## src/rtl/hid_multi_if.sv

```systemverilog
// MCU byte-link bundle: strobed command/payload bytes in, one reply byte out.
interface hid_multi_if;
    logic       data_in_strobe;
    logic       data_in_start;
    logic [7:0] data_in;
    logic [7:0] data_out;

    modport master (
        output data_in_strobe,
        output data_in_start,
        output data_in,
        input  data_out
    );

    modport slave (
        input  data_in_strobe,
        input  data_in_start,
        input  data_in,
        output data_out
    );
endinterface

```

## src/rtl/hid_multi.sv

```systemverilog
// HID receiver: decodes MCU command packets into keyboard matrix, quadrature mouse,
// joysticks and a status readback. Optional wheel support via `define HID_WHEEL_EN.
module hid_multi #(
    parameter int KBD_ROWS = 15,
    parameter int NUM_JOY  = 2,
    parameter int MDIV_W   = 14,
    parameter int MACC_W   = 8
) (
    input  logic                  clk,
    input  logic                  reset_n,
    hid_multi_if.slave            bus,
    output logic [5:0]            mouse,
    output logic [KBD_ROWS*8-1:0] keyboard,
`ifdef HID_WHEEL_EN
    output logic                  wheel_up,
    output logic                  wheel_down,
`endif
    output logic [NUM_JOY*8-1:0]  joystick
);
    localparam logic [7:0] CMD_STATUS = 8'd0;
    localparam logic [7:0] CMD_KEY    = 8'd1;
    localparam logic [7:0] CMD_MOUSE  = 8'd2;
    localparam logic [7:0] CMD_JOY    = 8'd3;
    localparam logic [7:0] CMD_KCLR   = 8'd4;
`ifdef HID_WHEEL_EN
    localparam logic WHEEL_EN = 1'b1;
`else
    localparam logic WHEEL_EN = 1'b0;
`endif
    localparam logic [7:0] STATUS3 = {3'(NUM_JOY - 1), WHEEL_EN, 4'(KBD_ROWS - 1)};

    typedef logic signed [MACC_W-1:0] acc_t;

    // Add a sign-extended byte with one guard bit; clamp instead of wrapping.
    function automatic acc_t sat_add(input acc_t a, input logic [7:0] d);
        logic [MACC_W:0] s;
        s = {a[MACC_W-1], a} + {{(MACC_W-7){d[7]}}, d};
        if (s[MACC_W] != s[MACC_W-1])
            return s[MACC_W] ? {1'b1, {(MACC_W-1){1'b0}}} : {1'b0, {(MACC_W-1){1'b1}}};
        return s[MACC_W-1:0];
    endfunction

    function automatic acc_t toward_zero(input acc_t a);
        return a[MACC_W-1] ? a + 1'b1 : a - 1'b1;
    endfunction

    // Positive motion walks 00->01->11->10, negative motion the reverse.
    function automatic logic [1:0] quad_step(input logic [1:0] q, input logic neg);
        return neg ? {~q[0], q[1]} : {q[0], ~q[1]};
    endfunction

    logic [7:0]               cmd_q, cmd_d;
    logic [3:0]               idx_q, idx_d;
    logic [7:0]               dout_q, dout_d;
    logic [KBD_ROWS-1:0][7:0] kbd_q, kbd_d;
    logic [NUM_JOY-1:0][7:0]  joy_q, joy_d;
    logic [7:0]               dev_q, dev_d;
    logic [1:0]               btn_q, btn_d;
    logic [1:0]               qx_q, qx_d, qy_q, qy_d;
    acc_t                     accx_q, accx_d, accy_q, accy_d;
    logic                     pendx_q, pendx_d, pendy_q, pendy_d;
    logic [MDIV_W-1:0]        div_q, div_d;
    logic                     tick, wr_x, wr_y;
`ifdef HID_WHEEL_EN
    acc_t                     accz_q, accz_d;
    logic                     pendz_q, pendz_d, wup_q, wup_d, wdn_q, wdn_d, wr_z;
`endif

    assign tick = &div_q;

    always_comb begin
        // NOTE: every next-state variable gets a default first so no latch is inferred.
        cmd_d   = cmd_q;
        idx_d   = idx_q;
        dout_d  = dout_q;
        kbd_d   = kbd_q;
        joy_d   = joy_q;
        dev_d   = dev_q;
        btn_d   = btn_q;
        accx_d  = accx_q;
        accy_d  = accy_q;
        qx_d    = qx_q;
        qy_d    = qy_q;
        pendx_d = pendx_q;
        pendy_d = pendy_q;
        div_d   = div_q + 1'b1;
        wr_x    = 1'b0;
        wr_y    = 1'b0;
`ifdef HID_WHEEL_EN
        accz_d  = accz_q;
        pendz_d = pendz_q;
        wup_d   = 1'b0;
        wdn_d   = 1'b0;
        wr_z    = 1'b0;
`endif
        if (bus.data_in_strobe && bus.data_in_start) begin
            cmd_d = bus.data_in;
            idx_d = 4'd1;
            if (bus.data_in == CMD_KCLR)
                kbd_d = '1;
        end else if (bus.data_in_strobe && idx_q != 4'd0) begin
            if (idx_q != 4'hF)
                idx_d = idx_q + 1'b1;
            case (cmd_q)
                CMD_STATUS: begin
                    case (idx_q)
                        4'd1:    dout_d = 8'h5C;
                        4'd2:    dout_d = 8'h43;
                        4'd3:    dout_d = STATUS3;
                        default: dout_d = 8'h00;
                    endcase
                end
                CMD_KEY: begin
                    if (idx_q == 4'd1)
                        for (int r = 0; r < KBD_ROWS; r++)
                            if (bus.data_in[3:0] == 4'(r))
                                kbd_d[r][bus.data_in[6:4]] = bus.data_in[7];
                end
                CMD_MOUSE: begin
                    case (idx_q)
                        4'd1: btn_d = bus.data_in[1:0];
                        4'd2: begin accx_d = sat_add(accx_q, bus.data_in); wr_x = 1'b1; end
                        4'd3: begin accy_d = sat_add(accy_q, bus.data_in); wr_y = 1'b1; end
`ifdef HID_WHEEL_EN
                        4'd4: begin accz_d = sat_add(accz_q, bus.data_in); wr_z = 1'b1; end
`endif
                        default: ;
                    endcase
                end
                CMD_JOY: begin
                    if (idx_q == 4'd1)
                        dev_d = bus.data_in;
                    else if (idx_q == 4'd2)
                        for (int j = 0; j < NUM_JOY; j++)
                            if (dev_q == 8'(j))
                                joy_d[j] = bus.data_in;
                end
                default: ;
            endcase
        end

        // An accumulate beats a coincident tick; the pending flag replays that tick next cycle.
        if (wr_x) pendx_d = pendx_q | tick;
        else if (tick || pendx_q) begin
            pendx_d = 1'b0;
            if (accx_q != '0) begin
                accx_d = toward_zero(accx_q);
                qx_d   = quad_step(qx_q, accx_q[MACC_W-1]);
            end
        end
        if (wr_y) pendy_d = pendy_q | tick;
        else if (tick || pendy_q) begin
            pendy_d = 1'b0;
            if (accy_q != '0) begin
                accy_d = toward_zero(accy_q);
                qy_d   = quad_step(qy_q, accy_q[MACC_W-1]);
            end
        end
`ifdef HID_WHEEL_EN
        if (wr_z) pendz_d = pendz_q | tick;
        else if (tick || pendz_q) begin
            pendz_d = 1'b0;
            if (accz_q != '0) begin
                accz_d = toward_zero(accz_q);
                wup_d  = ~accz_q[MACC_W-1];
                wdn_d  = accz_q[MACC_W-1];
            end
        end
`endif
    end

    always_ff @(posedge clk) begin
        if (!reset_n) begin
            cmd_q   <= '0;
            idx_q   <= '0;
            dout_q  <= '0;
            kbd_q   <= '1;
            joy_q   <= '0;
            dev_q   <= '0;
            btn_q   <= '0;
            accx_q  <= '0;
            accy_q  <= '0;
            qx_q    <= '0;
            qy_q    <= '0;
            pendx_q <= 1'b0;
            pendy_q <= 1'b0;
            div_q   <= '0;
`ifdef HID_WHEEL_EN
            accz_q  <= '0;
            pendz_q <= 1'b0;
            wup_q   <= 1'b0;
            wdn_q   <= 1'b0;
`endif
        end else begin
            cmd_q   <= cmd_d;
            idx_q   <= idx_d;
            dout_q  <= dout_d;
            kbd_q   <= kbd_d;
            joy_q   <= joy_d;
            dev_q   <= dev_d;
            btn_q   <= btn_d;
            accx_q  <= accx_d;
            accy_q  <= accy_d;
            qx_q    <= qx_d;
            qy_q    <= qy_d;
            pendx_q <= pendx_d;
            pendy_q <= pendy_d;
            div_q   <= div_d;
`ifdef HID_WHEEL_EN
            accz_q  <= accz_d;
            pendz_q <= pendz_d;
            wup_q   <= wup_d;
            wdn_q   <= wdn_d;
`endif
        end
    end

    assign bus.data_out = dout_q;
    assign mouse        = {btn_q, qx_q, qy_q};
    assign keyboard     = kbd_q;
    assign joystick     = joy_q;
`ifdef HID_WHEEL_EN
    assign wheel_up     = wup_q;
    assign wheel_down   = wdn_q;
`endif
endmodule

```

## src/flat_wrapper.sv

```systemverilog
// flat-port wrapper written by rule: the top's interface ports become plain ports
module hid_multi_flat 
#(
    parameter int KBD_ROWS = 15,
    parameter int NUM_JOY  = 2,
    parameter int MDIV_W   = 14,
    parameter int MACC_W   = 8
)
  (clk, reset_n, mouse, keyboard, joystick, bus_data_in_strobe, bus_data_in_start, bus_data_in, bus_data_out);
  hid_multi_if bus_i ();
  input  logic clk;
  input  logic reset_n;
  output logic [5:0] mouse;
  output logic [KBD_ROWS*8-1:0] keyboard;
  output logic [NUM_JOY*8-1:0] joystick;
  input wire logic [$bits(bus_i.data_in_strobe)-1:0] bus_data_in_strobe;
  input wire logic [$bits(bus_i.data_in_start)-1:0] bus_data_in_start;
  input wire logic [$bits(bus_i.data_in)-1:0] bus_data_in;
  output wire logic [$bits(bus_i.data_out)-1:0] bus_data_out;
  assign bus_i.data_in_strobe = bus_data_in_strobe;
  assign bus_i.data_in_start = bus_data_in_start;
  assign bus_i.data_in = bus_data_in;
  assign bus_data_out = bus_i.data_out;
  hid_multi #(.KBD_ROWS(KBD_ROWS), .NUM_JOY(NUM_JOY), .MDIV_W(MDIV_W), .MACC_W(MACC_W)) u_core (.clk(clk), .reset_n(reset_n), .bus(bus_i), .mouse(mouse), .keyboard(keyboard), .joystick(joystick));
endmodule
```

## config.mk

```make
export PLATFORM = sky130hd
export DESIGN_NAME = hid_multi_flat
export DESIGN_NICKNAME = d
export VERILOG_FILES = /design/src/rtl/hid_multi_if.sv /design/src/rtl/hid_multi.sv /design/src/flat_wrapper.sv
export SDC_FILE = /design/constraint.sdc
export NUM_CORES = 1
export LEC_CHECK = 0
export ABC_AREA = 0
export BUFFER_PORTS_ARGS = -buffer_cell sky130_fd_sc_hd__buf_4
export CORE_MARGIN = 1
export CORE_UTILIZATION = 42
export CTS_BUF_LIST = sky130_fd_sc_hd__clkbuf_16
export DETAILED_ROUTE_END_ITERATION = 7
export GPL_TIMING_DRIVEN = 0
export HOLD_SLACK_MARGIN = 0.06
export SKIP_LAST_GASP = 1
export SLEW_MARGIN = 10
export SYNTH_ARGS = -nofsm -noshare
export SYNTH_HDL_FRONTEND = slang
export SYNTH_SLANG_ARGS = --single-unit
export TNS_END_PERCENT = 50
```

## constraint.sdc

```tcl
create_clock -name clk -period 2.5 [get_ports clk]
set_input_delay 0.125 -clock clk [delete_from_list [all_inputs] [get_ports clk]]
set_output_delay 0.125 -clock clk [all_outputs]
set_load 0.05 [all_outputs]
```

Word level (Yosys, flattened, before mapping)

Index checks and enable logic that the tools add are counted.
Widths: inputs -> output; s select.

Bitwise gates (word level): 11
Multiplexer cells: 87
Eq/ne operators: 26
Magnitude comparators: 2
Reductions and logical operators: 58
Add/subtract/negate cells: 8

Operators with widths:

| operator              | number |
|---|---|
| $mux 120              | 5 |
| $mux 8                | 37 |
| $bwmux 8              | 15 |
| $reduce_and 5->1      | 15 |
| $reduce_bool 2->1     | 21 |
| $eq 4x4->1 const B    | 7 |
| $mux 1                | 26 |
| $pmux 7 s3            | 1 |
| $add 8x8->9           | 2 |
| $add 8x1->8 const B   | 2 |
| $eq 4x2->1 const B    | 4 |
| $eq 4x3->1 const B    | 4 |
| $eq 8x1->1 const B    | 2 |
| $eq 8x2->1 const B    | 2 |
| $logic_not 8->1       | 2 |
| $reduce_bool 8->1     | 2 |
| $sub 8x1->8 const B   | 2 |
| $add 14x1->14 const B | 1 |
| $reduce_and 14->1     | 1 |
| $reduce_and 6->1      | 2 |
| $not 1->1             | 9 |
| $reduce_and 3->1      | 3 |
| $eq 4x1->1 const B    | 2 |
| $eq 8x3->1 const B    | 1 |
| 16 further kinds      | 24 |

Input bits: 12
Flip-flop bits (word level): 202
Word-level logic and storage cells: 222
Output and inout bits: 150

Longest topological paths before layout

Gate-level depths: netlist of run 1.

Depth after elaboration: 15
Mapped depth: 9

Least setup slack after synthesis of run 1

Ideal clock, no wire load.

Path kind: reg2reg
Start: register u_core.accy_q[0]
End: register u_core.accy_q[4]
Path buffers: 0
Data arrival time: 2.223 ns
Path slack: 0.191 ns
Stages on the path, launching flop included: 10
Required time: 2.414 ns
Library setup time: 0.086 ns
Path through: dfxtp_1 ha_1 inv_1 fa_1 nand2b_1 a211oi_1 o41ai_2 a21oi_1 o21ai_1 a211oi_1

Cells in the longest elaborated chain, start to end: 15
Elaborated cells between the ends (all ways): 21
Classes of those cells: 3 x add/sub; 1 x eq/ne; 16 x mux; 1 x reduce/logical

RTL lines:

| item                   | RTL line         | RTL |
|---|---|---|
| from (decl)            | hid_multi.sv:60  | `acc_t accx_q, accx_d, accy_q, accy_d;` |
| from (signal assigned) | hid_multi.sv:203 | `accy_q <= accy_d;` |
| $add 8x8->9            | hid_multi.sv:37  | `s = {a[MACC_W-1], a} + {{(MACC_W-7){d[7]}}, d};` |
| $ne 1x1->1             | hid_multi.sv:38  | `if (s[MACC_W] != s[MACC_W-1])` |
| $mux 1                 | hid_multi.sv:38  |  |
| $mux 1                 | hid_multi.sv:120 | `case (idx_q)` |
| $mux 1                 | hid_multi.sv:104 | `case (cmd_q)` |
| $mux 1                 | hid_multi.sv:101 | `end else if (bus.data_in_strobe && idx_q != 4'd0) begin` |
| $mux 1                 | hid_multi.sv:96  | `if (bus.data_in_strobe && bus.data_in_start) begin` |
| $mux 8                 | hid_multi.sv:40  | `return s[MACC_W-1:0];` |
| $mux 8                 | hid_multi.sv:120 |  |
| $mux 8                 | hid_multi.sv:104 |  |
| $mux 8                 | hid_multi.sv:101 |  |
| $mux 8                 | hid_multi.sv:96  |  |
| $mux 8                 | hid_multi.sv:154 | `if (accy_q != '0) begin` |
| $mux 8                 | hid_multi.sv:152 | `else if (tick \|\| pendy_q) begin` |
| $mux 8 (*)             | hid_multi.sv:151 | `if (wr_y) pendy_d = pendy_q \| tick;` |

Every way passes the cells marked *; elsewhere a longest branch is shown, timed or not. The select of a mux whose other input is x is not followed.
A chain may end at the register's enable or synchronous reset.

Worst setup path in the final report of run 1

Start: register u_core.accx_q[0]
End: register u_core.accx_q[6]

Cells in the longest elaborated chain, start to end: 15
Elaborated cells between the ends (all ways): 21
Classes of those cells: 3 x add/sub; 1 x eq/ne; 16 x mux; 1 x reduce/logical

RTL lines:

| item                   | RTL line         | RTL |
|---|---|---|
| from (decl)            | hid_multi.sv:60  |  |
| from (signal assigned) | hid_multi.sv:181 | `accx_q <= '0;` |
| from (signal assigned) | hid_multi.sv:202 | `accx_q <= accx_d;` |
| $add 8x8->9            | hid_multi.sv:37  |  |
| $ne 1x1->1             | hid_multi.sv:38  |  |
| $mux 1                 | hid_multi.sv:38  |  |
| $mux 1                 | hid_multi.sv:120 |  |
| $mux 1                 | hid_multi.sv:104 |  |
| $mux 1                 | hid_multi.sv:101 |  |
| $mux 1                 | hid_multi.sv:96  |  |
| $mux 8                 | hid_multi.sv:40  |  |
| $mux 8                 | hid_multi.sv:120 |  |
| $mux 8                 | hid_multi.sv:104 |  |
| $mux 8                 | hid_multi.sv:101 |  |
| $mux 8                 | hid_multi.sv:96  |  |
| $mux 8                 | hid_multi.sv:146 | `if (accx_q != '0) begin` |
| $mux 8                 | hid_multi.sv:144 | `else if (tick \|\| pendx_q) begin` |
| $mux 8 (*)             | hid_multi.sv:143 | `if (wr_x) pendx_d = pendx_q \| tick;` |

Marks and branches as above.

==> metrics.md, run 1 <==
| Metric | Value |
|---|---|
| Area Growth Syn to Fin | `23.9%` |
| Placed cell areas | `11300 um^2` |
| Synth cell count leaders | `nor2_1, dfxtp_1, mux2i_1` |
| Slew headroom | `0.456` |
| H-tree levels | `4` |
| Post-route cell area | `12000 um^2` |
| R2R Path End | `u_core.accx_q[6]$_SDFF_PN0_` |
| Count leader, synth | `nor2_1` |
| Number of clock sinks seen by CTS | `200` |
| Layout cells sized above 1 | `0.194` |
| Place WS | `-602 ps` |
| Chip width | `154 um` |
| Clk_lat worst skew | `450 ps` |
| Hold path endpoint | `u_core.cmd_q[4]$_SDFFE_PN0P_` |
| Status | `finished clean` |
| M1 GR Usage | `0.316` |
| Final HPWL DP | `19.4 mm` |
| GRT Util Overall | `0.227` |
| Die area | `23700 um^2` |
| Crit share post-route | `0.940` |
| Largest area contributor in the synthesized netlist | `dfxtp_1` |
| Final count of pins violating max slew | `0` |
| Setup crit end kind | `flip-flop` |
| First-pass GRT wire length | `42.6 mm` |
| Die Ht | `around 150 um` |
| CTS max path bufs | `2` |
| Met3 Use GR | `0.0443` |
| DR pass1 iterations | `5` |
| Arrival time worst endpoint | `2700 ps` |
| Grt met2 use | `0.350` |
| Final WL | `26.8 mm` |
| CP startpoint | `u_core.accx_q[0]$_SDFF_PN0_` |
| Final setup fails | `0` |
| Initial Util | `0.429` |
| RSZ-0062 raised after global routing | `true` |
| Detail Route Antenna Nets | `0` |
| Syn_area_per_cell | `approximately 8.7 um^2` |
| Largest cells by area after synthesis | `dfxtp_1, mux2i_1, nor2_1, ha_1, a21oi_1` |
| Multi-input gate area | `5450 um^2` |
| Final hold vios | `0` |
| DRT iter0 DRCs | `438` |
| Critical path fanouts, max | `7` |
| Port Buffers | `159` |
| Clock transition at path regs | `80 ps` |
| Vias per Instance | `between 5 and 6` |
| Pin count of the biggest net entering global routing | `22` |
| Routed via count | `8345` |
| Leak Pwr | `4.53 nW` |
| FP Rows | `55` |
| Vias in the first global route | `~7900` |
| Worst setup margin | `149 ps` |
| Num CTS Buffers | `17` |
| Synth top area share | `0.412` |
| Core area | `22600 um^2` |
| Filler cell count | `roughly 2200` |
| Max Fclk | `~0.43 GHz` |
| Number of flops mapped to enable cells by yosys | `0` |
| Ys Warns | `0` |
| Max-Cap Viols | `0` |
| DRC | `0` |
| Synthesized area | `roughly 10000 um^2` |
| Aggregate global routing overflow | `0` |
| Sequential Area | `4010 um^2` |
| Final Wtd Congestion | `0.834` |
| Library cells used by synthesis | `67` |
| Peak supply drop | `0.000335 V` |
| RR Startpoint | `u_core.accx_q[0]$_SDFF_PN0_` |
| Nets | `1347` |
| Critical setup path kind | `flip-flop to flip-flop` |
| Sequential fraction of the synthesis area | `0.412` |
| Mapped Cells | `1111` |
| Final core utilization | `0.532` |
| Most Crowded Layer GR | `met2` |
| Root Buffer | `clkbuf_16` |
| PnR Total Power | `between 6 and 7 mW` |
| Initial antenna violation count | `0` |
| Final min period | `2350 ps` |
| Post-Route Skew | `20.7 ps` |
| Io pins | `162` |
| CTS tree | `yes` |
| PwrDens | `between 500 and 600 nW/um^2` |
| R2r setup slk | `150 ps` |
| Yosys reg bits | `200` |
| Async set or reset register ratio after synthesis | `0` |
| Synth Net Count | `1162` |
| Synth Flop Type | `dfxtp_1` |
| CP Data Required Time | `2840 ps` |
| HP Class | `input pin to flip-flop` |
| # diodes | `0` |
| Worst Max-Slew Pin Slew | `813 ps` |
| Critical Path Start Type | `flip-flop` |
| Post-DR wirelength/cell | `16.8 um` |
| Hold Path Stages | `4` |
| Worst reg-to-reg path cell count | `9` |
| Worst hold start | `bus_data_in[4]` |
## sequential cells by signal, summed over array words and instances (netlist names)
name,flops
u_core.pendx_q,1
u_core.qy_q,2
u_core.pendy_q,1
u_core.accy_q,8
u_core.keyboard,120
u_core.qx_q,2
u_core.idx_q,4
u_core.cmd_q,8
u_core.accx_q,8
u_core.bus.data_out,6
u_core.btn_q,2
u_core.joystick,16
u_core.dev_q,8
u_core.div_q,14
## worst max-delay path: stages (launching register included)
cell	delay [ps]
dfxtp_4	400
ha_2	210
inv_1	50
fa_1	400
nor2b_1	110
o21ai_0	140
a21oi_1	230
o31a_1	300
nand3_1	130
a221oi_1	290
## power by group
part           total [mW]  switching, mW  internal, mW
Combinational       0.440          0.324         0.115
Clock                2.90           1.44          1.46
Sequential           3.21         0.0158          3.20
## layout by cell type (no fill, tap or decap), types with 17 or more instances in the layout
cell type  instances
nor2_1           305
dfxtp_1          198
buf_4            167
mux2i_1          152
nand2_1           50
a21oi_1           44
clkbuf_1          42
ha_1              34
o21ai_0           25
xor2_1            23
nand3_1           19
inv_1             17
clkbuf_16         17
## through the flow
| step | instances | TNS, ps | hold WS [ps] |
|---|---|---|---|
| 4_1_cts | 1590 | -175 | 193 |
| 3_5_place_dp | 1555 | -5320 | 460 |
| 6_report | 1594 | 0 | 210 |
| 5_1_grt | 1594 | -14.0 | 202 |
| 3_3_place_gp | 1555 | -5020 | 444 |
| 2_1_floorplan | 1111 | 0 | 261 |
## worst max path at each step
stage	endpoint	slack, ps	cells past startpoint
2_1_floorplan	u_core.accy_q[4]$_SDFF_PN0_	190	9
3_3_place_gp	u_core.accy_q[4]$_SDFF_PN0_	-580	10
3_5_place_dp	u_core.accy_q[4]$_SDFF_PN0_	-600	10
4_1_cts	u_core.accx_q[2]$_SDFF_PN0_	-50	9
5_1_grt	u_core.keyboard[61]$_SDFFE_PN1P_	-6	9
6_report	u_core.accx_q[6]$_SDFF_PN0_	150	9
## cells by family (layout without fill, tap and decap cells)
| kind of cell | count (synthesis) | count (layout) | synth area share |
|---|---|---|---|
| other | 1 | 1 | 0.000386 |
| AO/OA/AOI/OAI | 147 | 147 | 0.0993 |
| AND/OR/NAND/NOR | 458 | 458 | 0.212 |
| XOR/XNOR | 33 | 33 | 0.0298 |
| buffers and inverters | 80 | 278 | 0.0358 |
| multiplexers | 152 | 152 | 0.157 |
| flip-flops | 200 | 200 | 0.412 |
| adder cells (fa/ha/maj) | 40 | 40 | 0.0544 |
## area by class of cell
| class | instances | share of cell area |
|---|---|---|
| plain buffers | 61 | 0.0232 |
| clock buffers | 17 | 0.0353 |
| repair buffers | 166 | 0.104 |
| flip-flops and latches | 200 | 0.333 |
| multi-input cells | 831 | 0.453 |
| well taps | 285 | 0.0296 |
| clock inverters | 15 | 0.0165 |
| inverters | 19 | 0.00592 |
## layer usage
layer	share of wire	vias to the layer above
met3	0.053	39
met1	0.49	3954
met2	0.44	192
met4	0.022	0
li1	-	4160
met5	0	-
## what timing repair did
| action | CTS | global route |
|---|---|---|
| hold buffers | 2 | 0 |
| endpoints found under the hold margin | 3 | 0 |
| gates cloned | 0 | 0 |
| buffers inserted | 1 | 4 |
| pin swaps | 0 | 3 |
| setup endpoints to repair | 13 | 136 |
| gates resized for setup | 1 | 25 |
(Power assumes the default switching activity.)
==> inputs of run 2 (changes only) <==
Settings changed: ABC_AREA 0 to 1.
Clock period 2.5 ns to 2.95 ns, I/O delays scaled along.
==> run 2 against run 1 <==
Setup slack gained 320 ps. Worst hold slack lost 140 ps. Combinational power shrank 6.4%. Highest routed layer unchanged.
==> metrics.md, run 2 <==
| Metric | Value |
|---|---|
| Status | `finished clean` |
| Hold Path Stages | `3 (-1)` |
| Final WL | `29.8 mm (+11%)` |
| Flop pwr share | `0.479 (-0.011)` |
| Core area | `22100 um^2 (-2.4%)` |
| Post-DR wirelength/cell | `16.7 um (-0.70%)` |
| Final setup fails | `0 (unchanged)` |
| CTS-repair resized insts | `0 (-1)` |
| Port Buffers | `159 (unchanged)` |
| Largest cells by area after synthesis | `dfxtp_1, nand2_1, o21ai_0, nand3_1, ha_1` |
| Setup crit end kind | `flip-flop` |
| Crit share post-route | `0.840 (-0.100)` |
| Arrival time worst endpoint | `2860 ps (+160 ps)` |
| Leak Pwr | `4.92 nW (+8.6%)` |
| # hold bufs at CTS | `0 (-2)` |
| PwrDens | `483 nW/um^2 (-11%)` |
| Sequential fraction of the synthesis area | `0.418 (+0.00625)` |
| Final core utilization | `0.532 (about the same)` |
| Critical path fanouts, max | `6 (-1)` |
| Critical setup path kind | `flip-flop to flip-flop` |
| Layout cells sized above 1 | `0.157 (-0.0367)` |
| RR Startpoint | `u_core.accy_q[0]$_SDFF_PN0_` |
| Hold path endpoint | `u_core.joystick[2]$_SDFFE_PN0P_` |
| Nets | `1544 (+15%)` |
| Initial antenna violation count | `0 (unchanged)` |
| Die area | `23400 um^2 (-1.5%)` |
| DRC | `0 (unchanged)` |
| Number of clock sinks seen by CTS | `200 (unchanged)` |
| Clk_lat worst skew | `460 ps (about the same)` |
| Commonest non-fill, non-tap cell in the layout | `nand2_1` |
| PnR Total Power | `5.68 mW (-13%)` |
| Clock transition at path regs | `90 ps (about the same)` |
| CTS tree | `yes` |
| Max Fclk | `0.403 GHz (-5.2%)` |
| GRT Util Overall | `0.254 (+0.0263)` |
| Io pins | `162 (unchanged)` |
| # diodes | `0 (unchanged)` |
| Clk pwr share | `0.448 (+0.005)` |
| Setup tns final | `0 ps (unchanged)` |
| Root Buffer | `clkbuf_16` |
| Pin count of the biggest net entering global routing | `25 (+14%)` |
| Max-Cap Viols | `0 (unchanged)` |
| Peak supply drop | `0.000321 V (-4.0%)` |
| H-tree levels | `4 (unchanged)` |
| R2R Path End | `u_core.accy_q[4]$_SDFF_PN0_` |
| Die Ht | `153 um (-0.74%)` |
| First-pass GRT wire length | `46.7 mm (+9.6%)` |
| Final Wtd Congestion | `0.839 (+0.60%)` |
| Detail Route Antenna Nets | `0 (unchanged)` |
| Initial Util | `0.433 (+0.00405)` |
| R2r setup slk | `470 ps (+320 ps)` |
| Worst reg-to-reg path cell count | `11 (+2)` |
| DRT iter0 DRCs | `699 (+60%)` |
| Aggregate global routing overflow | `0 (unchanged)` |
| Vias per Instance | `5.30 (+1.2%)` |
| Yosys reg bits | `200 (unchanged)` |
| Max FFs per register | `120 (unchanged)` |
| Critical Path Start Type | `flip-flop` |
| CP Data Required Time | `3340 ps (+500 ps)` |
| Largest area contributor in the synthesized netlist | `dfxtp_1` |
| Syn_area_per_cell | `7.28 um^2 (-17%)` |
| Worst hold start | `bus_data_in[2]` |
| P_int | `4.01 mW (-16%)` |
| Chip width | `153 um (-0.74%)` |
| Setup bufs post-CTS | `0 (-1)` |
| CTS max path bufs | `2 (unchanged)` |
| Count leader, synth | `nand2_1` |
| Final count of pins violating max slew | `0 (unchanged)` |
| Routed via count | `9459 (+13%)` |
| Final min period | `2480 ps (+128 ps)` |
| Vias in the first global route | `8424 (+6.2%)` |
| Sw frac | `0.294 (+0.0218)` |
| Slew headroom | `0.488 (+0.0319)` |
| Synthesized area | `9570 um^2 (-1.5%)` |
| Final HPWL DP | `21.8 mm (+13%)` |
| Area Growth Syn to Fin | `22.9%` |
| Synth Net Count | `1366 (+18%)` |
| Worst Max-Slew Pin Slew | `765 ps (-47.6 ps)` |
| Num CTS Buffers | `17 (unchanged)` |
| Commonest cells after routing, fill and taps aside | `nand2_1, dfxtp_1, o21ai_0, buf_4, nand3_1` |
| Synth cell count leaders | `nand2_1, dfxtp_1, o21ai_0` |
| Post-Route Skew | `20.0 ps (-0.724 ps)` |
| Synth top area share | `0.418 (+0.00625)` |
| Mapped Cells | `1315 (+18%)` |
| Logic pwr share | `0.073 (+0.006)` |
| Final hold vios | `0 (unchanged)` |
| Number of flops mapped to enable cells by yosys | `0 (unchanged)` |
| FP Rows | `54 (-1.8%)` |
| Ys Warns | `0 (unchanged)` |
| RSZ-0062 raised after global routing | `false` |
| HP Class | `input pin to flip-flop` |
| Filler cell count | `2176 (+0.60%)` |
| Async set or reset register ratio after synthesis | `0 (unchanged)` |
| DR pass1 iterations | `5 (unchanged)` |
| NetSw | `1.67 mW (-6.4%)` |
| Synth Flop Type | `dfxtp_1` |
| Library cells used by synthesis | `40 (-40%)` |
-- run 2: logic make-up after synthesis --
group / count (synthesis) / synth area share
buffers and inverters: 179 / 0.0758
DFF: 200 / 0.418
xor gates and xnor gates: 25 / 0.0229
other: 1 / 0.000392
adders and majority gates: 39 / 0.0541
and+or+nand+nor: 579 / 0.268
AOI/OAI and AO/OA: 292 / 0.161
-- run 2: area by class of cell --
class | count | area [um^2] | share of cell area
multi-input combinational | 936 | 4840 | 0.412
sequential | 200 | 4000 | 0.340
timing repair buffer | 159 | 1190 | 0.102
inverter | 126 | 485 | 0.0413
clock buffer | 17 | 425 | 0.0362
tap | 280 | 350 | 0.0298
buffer | 53 | 240 | 0.0204
clock inverter | 15 | 220 | 0.0187
-- run 2: power by group through the flow --
stage	combinational [mW]	clock, mW	sequential (mW)
3_3_place_gp	0.406	0	2.79
3_5_place_dp	0.405	0	2.79
4_1_cts	0.407	2.57	2.72
5_1_grt	0.450	2.69	2.73
2_1_floorplan	0.246	0	2.79
6_report	0.412	2.54	2.72
-- run 2: critical path: stages, from the launching register on --
cell	delay (ps)
dfxtp_1	480
ha_1	220
inv_1	60
fa_1	420
nand3b_1	170
nand2_1	140
nand2_1	90
a21oi_1	370
a21oi_1	190
nand2_1	100
nand2_1	60
a21oi_1	110
-- run 2: layer usage --
layer	up-vias	wire length, um	global-route usage
met1	4405	14500	0.365
met4	0	454	0.0693
met3	31	1800	0.0456
met2	291	13100	0.387
met5	-	0	0
li1	4732	-	-
-- run 2: worst max-delay path by stage --
stage,from,endpoint,depth (start not counted)
final,u_core.accy_q[0]$_SDFF_PN0_,u_core.accy_q[4]$_SDFF_PN0_,11
after floorplan,u_core.accy_q[0]$_SDFF_PN0_,u_core.accy_q[3]$_SDFF_PN0_,11
after detailed placement,u_core.accy_q[0]$_SDFF_PN0_,u_core.accy_q[4]$_SDFF_PN0_,11
after global routing,u_core.accy_q[0]$_SDFF_PN0_,u_core.accy_q[2]$_SDFF_PN0_,11
after global placement,u_core.idx_q[0]$_SDFFE_PN0P_,u_core.keyboard[107]$_SDFFE_PN1P_,11
after CTS,u_core.accy_q[0]$_SDFF_PN0_,u_core.accy_q[3]$_SDFF_PN0_,11
-- run 2: metrics by stage --
stage	hold WS [ps]	instances	setup WS, ps	cell area (um^2)
CTS	60.2	1786	467	11800
global route	77.7	1786	214	11800
floorplan	312	1315	905	9570
detailed placement	436	1754	520	11100
finish	68.3	1786	471	11800
global placement	440	1754	538	11100
